$ cat config.mk
export PLATFORM = sky130hd
export DESIGN_NAME = fetch_sequencer_flat
export DESIGN_NICKNAME = d
export VERILOG_FILES = /design/src/rtl/fetch_sequencer_pkg.sv /design/src/rtl/fetch_sequencer_if.sv /design/src/rtl/fetch_sequencer_retire_counter.sv /design/src/rtl/fetch_sequencer.sv /design/src/flat_wrapper.sv
export SDC_FILE = /design/constraint.sdc
export NUM_CORES = 1
export LEC_CHECK = 0
export BUFFER_PORTS_ARGS = -buffer_cell sky130_fd_sc_hd__buf_2
export CORE_ASPECT_RATIO = 1.1
export CORE_UTILIZATION = 35
export DETAILED_ROUTE_END_ITERATION = 8
export HOLD_SLACK_MARGIN = 0.15
export PLACE_DENSITY = 0.56
export SLEW_MARGIN = 20
export SYNTH_ARGS = -nofsm -noshare
export SYNTH_HDL_FRONTEND = slang
export SYNTH_SLANG_ARGS = --single-unit
export TNS_END_PERCENT = 100
$ cat constraint.sdc
create_clock -name clk -period 2.97 [get_ports clk]
set_clock_uncertainty 0.2 [all_clocks]
set_input_delay 0.1485 -clock clk [delete_from_list [all_inputs] [get_ports clk]]
set_output_delay 0.1485 -clock clk [all_outputs]
set_load 0.03 [all_outputs]
$ cat src/rtl/fetch_sequencer_pkg.sv
// Shared widths, opcodes, instruction layout and FSM states for the 8-puzzle
// solver core's fetch/issue stage.
package fetch_sequencer_pkg;

   localparam int OPC_W    = 5;
   localparam int PC_W     = 6;
   localparam int INSTR_W  = 16;
   localparam int ICOUNT_W = 16;

   typedef logic [OPC_W-1:0]    opcode_t;
   typedef logic [PC_W-1:0]     pc_t;
   typedef logic [INSTR_W-1:0]  instr_t;
   typedef logic [ICOUNT_W-1:0] icount_t;

   // Opcode map; only JMP and JNZ are resolved in fetch, the rest go to execute.
   localparam opcode_t OPC_JMP   = 5'd0;
   localparam opcode_t OPC_JNZ   = 5'd1;
   localparam opcode_t OPC_COPY  = 5'd2;
   localparam opcode_t OPC_CHECK = 5'd3;
   localparam opcode_t OPC_SWAP  = 5'd4;
   localparam opcode_t OPC_PUSH  = 5'd5;
   localparam opcode_t OPC_POP   = 5'd6;
   localparam opcode_t OPC_CMP   = 5'd7;

   localparam pc_t START_PC_DEF = 6'd0;
   localparam pc_t FIN_PC_DEF   = 6'd38;

   // op[15:11] opcode, op[10:6] operand bits owned by execute, op[5:0] jump target.
   typedef struct packed {
      opcode_t    opcode;
      logic [4:0] operand;
      pc_t        target;
   } instr_fields_t;

   typedef enum logic [2:0] {
      IDLE,
      FETCH,
      EXEC,
      WAIT,
      HALT
   } state_t;

endpackage

$ cat src/rtl/fetch_sequencer_if.sv
// ROM fetch bus and execute-stage issue handshake of the fetch sequencer.
interface fetch_sequencer_if;
   import fetch_sequencer_pkg::*;

   pc_t    pc;
   instr_t op;
   logic   ex_valid;
   instr_t ex_op;
   logic   ex_ready;
   logic   ex_done;
   logic   ex_flag;

   modport master (
      output pc, ex_valid, ex_op,
      input  op, ex_ready, ex_done, ex_flag
   );

   modport slave (
      input  pc, ex_valid, ex_op,
      output op, ex_ready, ex_done, ex_flag
   );

endinterface

$ cat src/rtl/fetch_sequencer_retire_counter.sv
// Saturating up-counter with synchronous clear; shared by the retire and
// search-depth statistics.
module retire_counter #(
   parameter int W = 16
) (
   input  logic         clk,
   input  logic         rst,
   input  logic         clr,
   input  logic         inc,
   output logic [W-1:0] count
);

   always_ff @(posedge clk) begin
      if (rst || clr) begin
         count <= '0;
      end else if (inc && (count != {W{1'b1}})) begin
         count <= count + W'(1);
      end
   end

endmodule

$ cat src/rtl/fetch_sequencer.sv
// Program counter and issue stage: fetches from the instruction ROM, resolves
// JMP/JNZ locally and hands all other instructions to execute one at a time.
module fetch_sequencer
   import fetch_sequencer_pkg::*;
#(
   parameter opcode_t OP_JMP   = OPC_JMP,
   parameter opcode_t OP_JNZ   = OPC_JNZ,
   parameter pc_t     START_PC = START_PC_DEF,
   parameter pc_t     FIN_PC   = FIN_PC_DEF
) (
   input  logic                clk,
   input  logic                rst,
   input  logic                start,
   fetch_sequencer_if.master   bus,
   output logic                busy,
   output logic                halted,
   output icount_t             icount
);

   state_t        state;
   state_t        state_nxt;
   pc_t           pc_q;
   instr_fields_t op_q;
   logic          flag_q;

   logic is_jmp;
   logic is_jnz;
   logic is_jump;
   logic start_ok;
   logic retire;

   assign is_jmp   = (op_q.opcode == OP_JMP);
   assign is_jnz   = (op_q.opcode == OP_JNZ);
   assign is_jump  = is_jmp || is_jnz;
   assign start_ok = start && ((state == IDLE) || (state == HALT));
   assign retire   = ((state == EXEC) && is_jump) || ((state == WAIT) && bus.ex_done);

   assign bus.pc    = pc_q;
   assign bus.ex_op = op_q;

   // NOTE: sequential state uses non-blocking assignments so every register samples pre-edge values.
   always_ff @(posedge clk) begin
      if (rst) begin
         state <= IDLE;
      end else begin
         state <= state_nxt;
      end
   end

   always_comb begin
      // NOTE: default assignment first keeps this block free of inferred latches.
      state_nxt = state;
      case (state)
         IDLE, HALT: begin
            if (start) state_nxt = FETCH;
         end
         FETCH: begin
            state_nxt = (pc_q == FIN_PC) ? HALT : EXEC;
         end
         EXEC: begin
            if (is_jump)           state_nxt = FETCH;
            else if (bus.ex_ready) state_nxt = WAIT;
         end
         WAIT: begin
            if (bus.ex_done) state_nxt = FETCH;
         end
         default: state_nxt = IDLE;
      endcase
   end

   // Moore outputs: ex_valid depends only on state and the registered word.
   always_comb begin
      bus.ex_valid = (state == EXEC) && !is_jump;
      busy         = (state == FETCH) || (state == EXEC) || (state == WAIT);
      halted       = (state == HALT);
   end

   // The word at FIN_PC is never captured, so ex_op keeps the last real instruction.
   always_ff @(posedge clk) begin
      if (rst) begin
         pc_q   <= '0;
         op_q   <= '0;
         flag_q <= 1'b0;
      end else begin
         case (state)
            IDLE, HALT: begin
               if (start) begin
                  pc_q   <= START_PC;
                  flag_q <= 1'b0;
               end
            end
            FETCH: begin
               if (pc_q != FIN_PC) op_q <= bus.op;
            end
            EXEC: begin
               if (is_jmp) begin
                  pc_q <= op_q.target;
               end else if (is_jnz) begin
                  pc_q <= flag_q ? op_q.target : pc_q + pc_t'(1);
               end
            end
            WAIT: begin
               if (bus.ex_done) begin
                  flag_q <= bus.ex_flag;
                  pc_q   <= pc_q + pc_t'(1);
               end
            end
            default: ;
         endcase
      end
   end

   retire_counter #(
      .W (ICOUNT_W)
   ) u_retire (
      .clk   (clk),
      .rst   (rst),
      .clr   (start_ok),
      .inc   (retire),
      .count (icount)
   );

endmodule

$ cat src/flat_wrapper.sv
// flat-port wrapper written by rule: the top's interface ports become plain ports
module fetch_sequencer_flat import fetch_sequencer_pkg::*;
#(
   parameter opcode_t OP_JMP   = OPC_JMP,
   parameter opcode_t OP_JNZ   = OPC_JNZ,
   parameter pc_t     START_PC = START_PC_DEF,
   parameter pc_t     FIN_PC   = FIN_PC_DEF
)
  (clk, rst, start, busy, halted, icount, bus_pc, bus_ex_valid, bus_ex_op, bus_op, bus_ex_ready, bus_ex_done, bus_ex_flag);
  fetch_sequencer_if bus_i ();
  input  logic clk;
  input  logic rst;
  input  logic start;
  output logic busy;
  output logic halted;
  output icount_t icount;
  output wire logic [$bits(bus_i.pc)-1:0] bus_pc;
  output wire logic [$bits(bus_i.ex_valid)-1:0] bus_ex_valid;
  output wire logic [$bits(bus_i.ex_op)-1:0] bus_ex_op;
  input wire logic [$bits(bus_i.op)-1:0] bus_op;
  input wire logic [$bits(bus_i.ex_ready)-1:0] bus_ex_ready;
  input wire logic [$bits(bus_i.ex_done)-1:0] bus_ex_done;
  input wire logic [$bits(bus_i.ex_flag)-1:0] bus_ex_flag;
  assign bus_pc = bus_i.pc;
  assign bus_ex_valid = bus_i.ex_valid;
  assign bus_ex_op = bus_i.ex_op;
  assign bus_i.op = bus_op;
  assign bus_i.ex_ready = bus_ex_ready;
  assign bus_i.ex_done = bus_ex_done;
  assign bus_i.ex_flag = bus_ex_flag;
  fetch_sequencer #(.OP_JMP(OP_JMP), .OP_JNZ(OP_JNZ), .START_PC(START_PC), .FIN_PC(FIN_PC)) u_core (.clk(clk), .rst(rst), .start(start), .bus(bus_i), .busy(busy), .halted(halted), .icount(icount));
endmodule
==> results.md <==
Logic synthesis:
- The number of nets in the synthesized netlist is 268.
- For this run, asynchronously set or reset flops after synthesis account for 0%.
- After synthesis the netlist holds a flip-flop and latch count of 42.
- The mean instance size in the synthesized netlist is 8.918 um^2.
- The post-synthesis instance total is 243.
- The primary flip-flop cell chosen by synthesis mapping is sky130_fd_sc_hd__dfxtp_1.
- Of the total synthesized cell area, the portion taken by AND, OR, NAND and NOR gates is 26.67%.
- The largest family of logic cells by synthesized area is simple AND/OR/NAND/NOR gates.
- The mux cell area share after synthesis is 10.62%.
- The count of distinct cell types in the synthesized netlist is 49.
- The cell area that synthesis handed to floorplanning was 2167 um^2.
- Summing the areas of all compound-gate instances in the mapped netlist gives 16.63% of the synthesized area.
- Yosys mapped a number of flops with a built-in enable equal to 0.
- The share of the yosys chip area belonging to registers is 38.80%.
- The post-synthesis share of cell area spent on xor and xnor gates is 0.4042%.
- Of the total synthesized cell area, the portion taken by full adders, half adders and majority gates is 1.732%.
- During synthesis, Yosys emitted a total of 0 warnings.

Power:
- The clock network fraction of total power is 29.7%.
- The leakage dissipation is 1.231 nW.
- Of the total power, the share spent switching nets is 29.21%.
- Per report_power, the sequential group accounts for 50.5% of the total.
- For this design the ratio of total power to cell area is 402.7 nW/um^2.
- The maximum resistive drop on vdd is 0.2266 mV.
- After layout, the design draws a total of 1.195 mW.
- The internal power of the cells totals 0.8460 mW.
- The reported net switching power is 0.3490 mW.
- The combinational share of power is 19.8%.

Critical path:
- For the worst setup path, the data arrival time is 2.62 ns.
- The critical path data required time is 2.95 ns.
- The endpoint kind of the worst setup timing path is a flop.
- The maximum fanout count along the critical path is 17.
- The critical path goes through nand2b_1, a311oi_4, buf_4, mux2i_1, nor2_1, dlygate4sd3_1.
- By startpoint and endpoint, the worst setup path is classified as flop to flop.
- The worst setup path is launched from a flop.
- For this run, the slowest stage of the critical path takes 0.63 ns.
- On the critical path, the stage with the largest delay is an instance of sky130_fd_sc_hd__dfxtp_1.

Global route:
- The first global-routing pass estimated 9.577 mm of wire.
- Global routing used 32.79% of the available met2 tracks.
- The busiest metal layer after global routing is met2.
- For this run, global-route usage on met3 was measured as 4.565%.
- The pin count of the biggest net entering global routing is 33.
- The total global routing track utilization is 18.12%.
- The number of antenna violations at the first check in global routing is 0.
- For this run, global-route usage on met1 was measured as 21.13%.
- The overall overflow remaining after global route is 0.
- The number of global-route vias before repair is 2139.

Drt:
- The final layout contains routed wiring with a total length of 5.629 mm.
- In this run the remaining antenna-violating nets after routing total 0.
- The post-route DRC violation count is 0.
- The wire length per cell after detailed routing is 13.70 um.
- The first routing iteration left 95 violations.
- In the routed layout, each cell is associated on average with a via count of 5.253.
- The vias after detailed routing is 2159.
- Before antenna repair, the detailed router went through 6 iterations.

Clock network:
- The CTS H-tree depth is 2.
- The tree is rooted in a sky130_fd_sc_hd__clkbuf_8.
- The later pin in the worst-skew pair is clocked with a latency of 0.29 ns.
- For this design, the sink count on the clock tree is 42.
- The TritonCTS clock tree is built.
- The maximum clock insertion buffer count is 2.
- The CTS buffer count is 5.
- After clock tree synthesis, the clock-pin slew on the worst setup and hold paths is 0.08 ns.

Floorplanning:
- Pin placement for this block handled 63 I/O pins.
- The count of standard-cell rows is 29.
- The horizontal die dimension is 77.03 um.
- The effective utilization at floorplan is 36.87%.
- The floorplan step defined a core boundary enclosing 5878 um^2.
- The floorplan die height is 84.53 um.
- The total die area is 6511 um^2.

Min path:
- The path category of the worst min-delay check is input pin to flop.

Timing:
- Setup repair after global routing left no endpoint under its margin.
- The post-route minimum period is 2.633 ns.
- For the pin with the worst max-slew slack, the measured transition is 0.8714 ns.
- Setup violations remaining at the end of the flow were counted as 0.
- The hold violation count in the final report is 0.
- Dividing the final minimum period by the clock period gives 88.65%.
- Headroom to the max-slew limit came out at 41.68%.
- Summed over all failing endpoints, the final setup total negative slack is 0 ns.
- The maximum operating frequency is 379.8 MHz.
- The count of pins over their slew limit is 0.

Placement:
- Once detailed placement completed, the half-perimeter wirelength came to 3.711 mm.
- Including well taps, the total number of placed cells is 369.
- The post-place instance area is 2531 um^2.
- During placement, the flow inserted port buffers numbering 62.
- The congestion estimate from routability-driven global placement came to 0.7734.

Finish:
- The final-stage net count is 359.
- Cells with a size suffix above 1 make up 24.25% of the layout.
- The finished layout holds 411 standard cells, fillers aside.
- The number of diodes added for antenna fixing is 0.
- The share of the core filled with cells is 50.49%.
- After routing the design area is 2968 um^2.
- The area growth from synthesis to layout is 36.95%.

Run status:
- The flow ran to the end, and the final reports show no timing, DRC or antenna violations.

Flow run:
- The tool flagged a number of max-cap violations equal to 0.
[critical path: cells and delay by family (launching register included)]
family                 cells  cell delay (ns)
AO/OA/AOI/OAI              1             0.29
buffers and inverters      2             0.92
flip-flops                 1             0.63
multiplexers               1             0.22
AND/OR/NAND/NOR            2             0.26
[area by class of cell]
cell class                      instances  area, um^2
Inverter                                8       30.03
Clock buffer                            5       68.82
Sequential cell                        42       840.8
Fill cell                             584        2910
Tap cell                               77       96.34
Multi-Input combinational cell        178        1246
Clock inverter                          2       10.01
Timing Repair Buffer                   99       675.6
[synth_stat cells, types with 2 or more instances]
| library cell | instances | area share (%) |
|---|---|---|
| sky130_fd_sc_hd__a2bb2oi_1 | 2 | 0.81 |
| sky130_fd_sc_hd__nor4_1 | 2 | 0.58 |
| sky130_fd_sc_hd__clkbuf_1 | 4 | 0.69 |
| sky130_fd_sc_hd__nor3_1 | 9 | 2.1 |
| sky130_fd_sc_hd__mux2i_1 | 23 | 11 |
| sky130_fd_sc_hd__buf_1 | 2 | 0.35 |
| sky130_fd_sc_hd__nand3b_1 | 2 | 0.69 |
| sky130_fd_sc_hd__and2_1 | 2 | 0.58 |
| sky130_fd_sc_hd__a31oi_1 | 4 | 1.2 |
| sky130_fd_sc_hd__a311oi_1 | 2 | 0.81 |
| sky130_fd_sc_hd__or3_1 | 5 | 1.4 |
| sky130_fd_sc_hd__a21oi_1 | 13 | 3.0 |
| sky130_fd_sc_hd__nand2_1 | 7 | 1.2 |
| sky130_fd_sc_hd__nor2b_1 | 2 | 0.58 |
| sky130_fd_sc_hd__buf_2 | 5 | 1.2 |
| sky130_fd_sc_hd__nand4_1 | 6 | 1.7 |
| sky130_fd_sc_hd__o32ai_1 | 3 | 1.2 |
| sky130_fd_sc_hd__a21o_1 | 3 | 1.0 |
| sky130_fd_sc_hd__nand2b_1 | 2 | 0.58 |
| sky130_fd_sc_hd__o31ai_1 | 8 | 2.8 |
| sky130_fd_sc_hd__ha_1 | 3 | 1.7 |
| sky130_fd_sc_hd__nor2_1 | 27 | 4.7 |
| sky130_fd_sc_hd__or4_1 | 9 | 3.1 |
| sky130_fd_sc_hd__o21ai_0 | 4 | 0.92 |
| sky130_fd_sc_hd__inv_1 | 8 | 1.4 |
| sky130_fd_sc_hd__buf_4 | 3 | 1.0 |
| sky130_fd_sc_hd__and3_1 | 4 | 1.2 |
| sky130_fd_sc_hd__dfxtp_1 | 42 | 39 |
| sky130_fd_sc_hd__o21a_1 | 5 | 1.7 |
| sky130_fd_sc_hd__nand3_1 | 13 | 3.0 |
[per-stage QoR]
stage	setup slack (ns)	hold slack, ns
2_1_floorplan	0.6990	0.08920
3_3_place_gp	0.6983	0.1793
3_5_place_dp	0.6569	0.1889
4_1_cts	0.3471	0.1525
5_1_grt	0.1701	0.1886
6_report	0.3372	0.1533
[cell families (layout without fill, tap and decap cells)]
kind of cell / after synthesis / after routing
flops: 42 / 42
compound gates: 52 / 52
mux: 23 / 23
buf+inv: 23 / 114
xor+xnor: 1 / 1
fa+ha+maj: 3 / 3
simple gates: 99 / 99
[layout by cell type, fill, tap and decap left out, types with 2 or more instances in the layout]
cell type / n
sky130_fd_sc_hd__o21ai_0: 4
sky130_fd_sc_hd__a31oi_1: 4
sky130_fd_sc_hd__o32ai_1: 3
sky130_fd_sc_hd__clkinv_2: 2
sky130_fd_sc_hd__nor2_1: 27
sky130_fd_sc_hd__o21a_1: 5
sky130_fd_sc_hd__nor2b_1: 2
sky130_fd_sc_hd__dfxtp_1: 42
sky130_fd_sc_hd__or3_1: 5
sky130_fd_sc_hd__o31ai_1: 8
sky130_fd_sc_hd__buf_2: 62
sky130_fd_sc_hd__a21o_1: 3
sky130_fd_sc_hd__or4_1: 9
sky130_fd_sc_hd__nand3_1: 13
sky130_fd_sc_hd__and3_1: 4
sky130_fd_sc_hd__nand2_1: 7
sky130_fd_sc_hd__nand4_1: 6
sky130_fd_sc_hd__and2_1: 2
sky130_fd_sc_hd__a21oi_1: 13
sky130_fd_sc_hd__nor4_2: 2
sky130_fd_sc_hd__dlygate4sd3_1: 35
sky130_fd_sc_hd__buf_4: 2
sky130_fd_sc_hd__nand3b_1: 2
sky130_fd_sc_hd__a2bb2oi_1: 2
sky130_fd_sc_hd__mux2i_1: 23
sky130_fd_sc_hd__inv_1: 8
sky130_fd_sc_hd__clkbuf_8: 5
sky130_fd_sc_hd__ha_1: 3
sky130_fd_sc_hd__nor3_1: 9
sky130_fd_sc_hd__nand2b_1: 2
[state kept, by name (all words and copies together), names as in the netlist]
signal	cells
u_core.bus.ex_op	16
u_core.u_retire.count	16
u_core.bus.pc	6
u_core.state	3
u_core.flag_q	1
[worst paths after layout]
kind / start / endpoint / slack (ns) / cells after the start
hold reg to reg: u_core.u_retire.count[10] / u_core.u_retire.count[10] / 0.30 / 2
setup reg to reg: u_core.state[0] / u_core.bus.ex_op[6] / 0.34 / 6
setup / recovery: u_core.state[0] / u_core.bus.ex_op[6] / 0.34 / 6
hold / removal: rst / u_core.bus.ex_op[11] / 0.15 / 2
[routing by layer]
metal	vias up	wire, um	part of all wire [%]
met5	-	0	0
met4	0	55	0.98
met3	8	246	4.4
met2	54	2758	49
met1	1013	2568	46
li1	1084	-	-
[what timing repair did]
item | in CTS | in global routing
endpoints found under the setup margin | 0 | 0
buffers inserted | 0 | 0
hold endpoints to repair | 20 | 0
resized for setup | 0 | 0
hold buffers | 35 | 0
[power by group through the flow]
stage / Sequential (mW) / Clock (mW) / Combinational [mW]
2_1_floorplan: 0.641 / 0 / 0.118
3_3_place_gp: 0.615 / 0 / 0.198
3_5_place_dp: 0.616 / 0 / 0.199
4_1_cts: 0.603 / 0.368 / 0.236
5_1_grt: 0.607 / 0.394 / 0.257
6_report: 0.603 / 0.355 / 0.237
(Power assumes the default switching activity.)
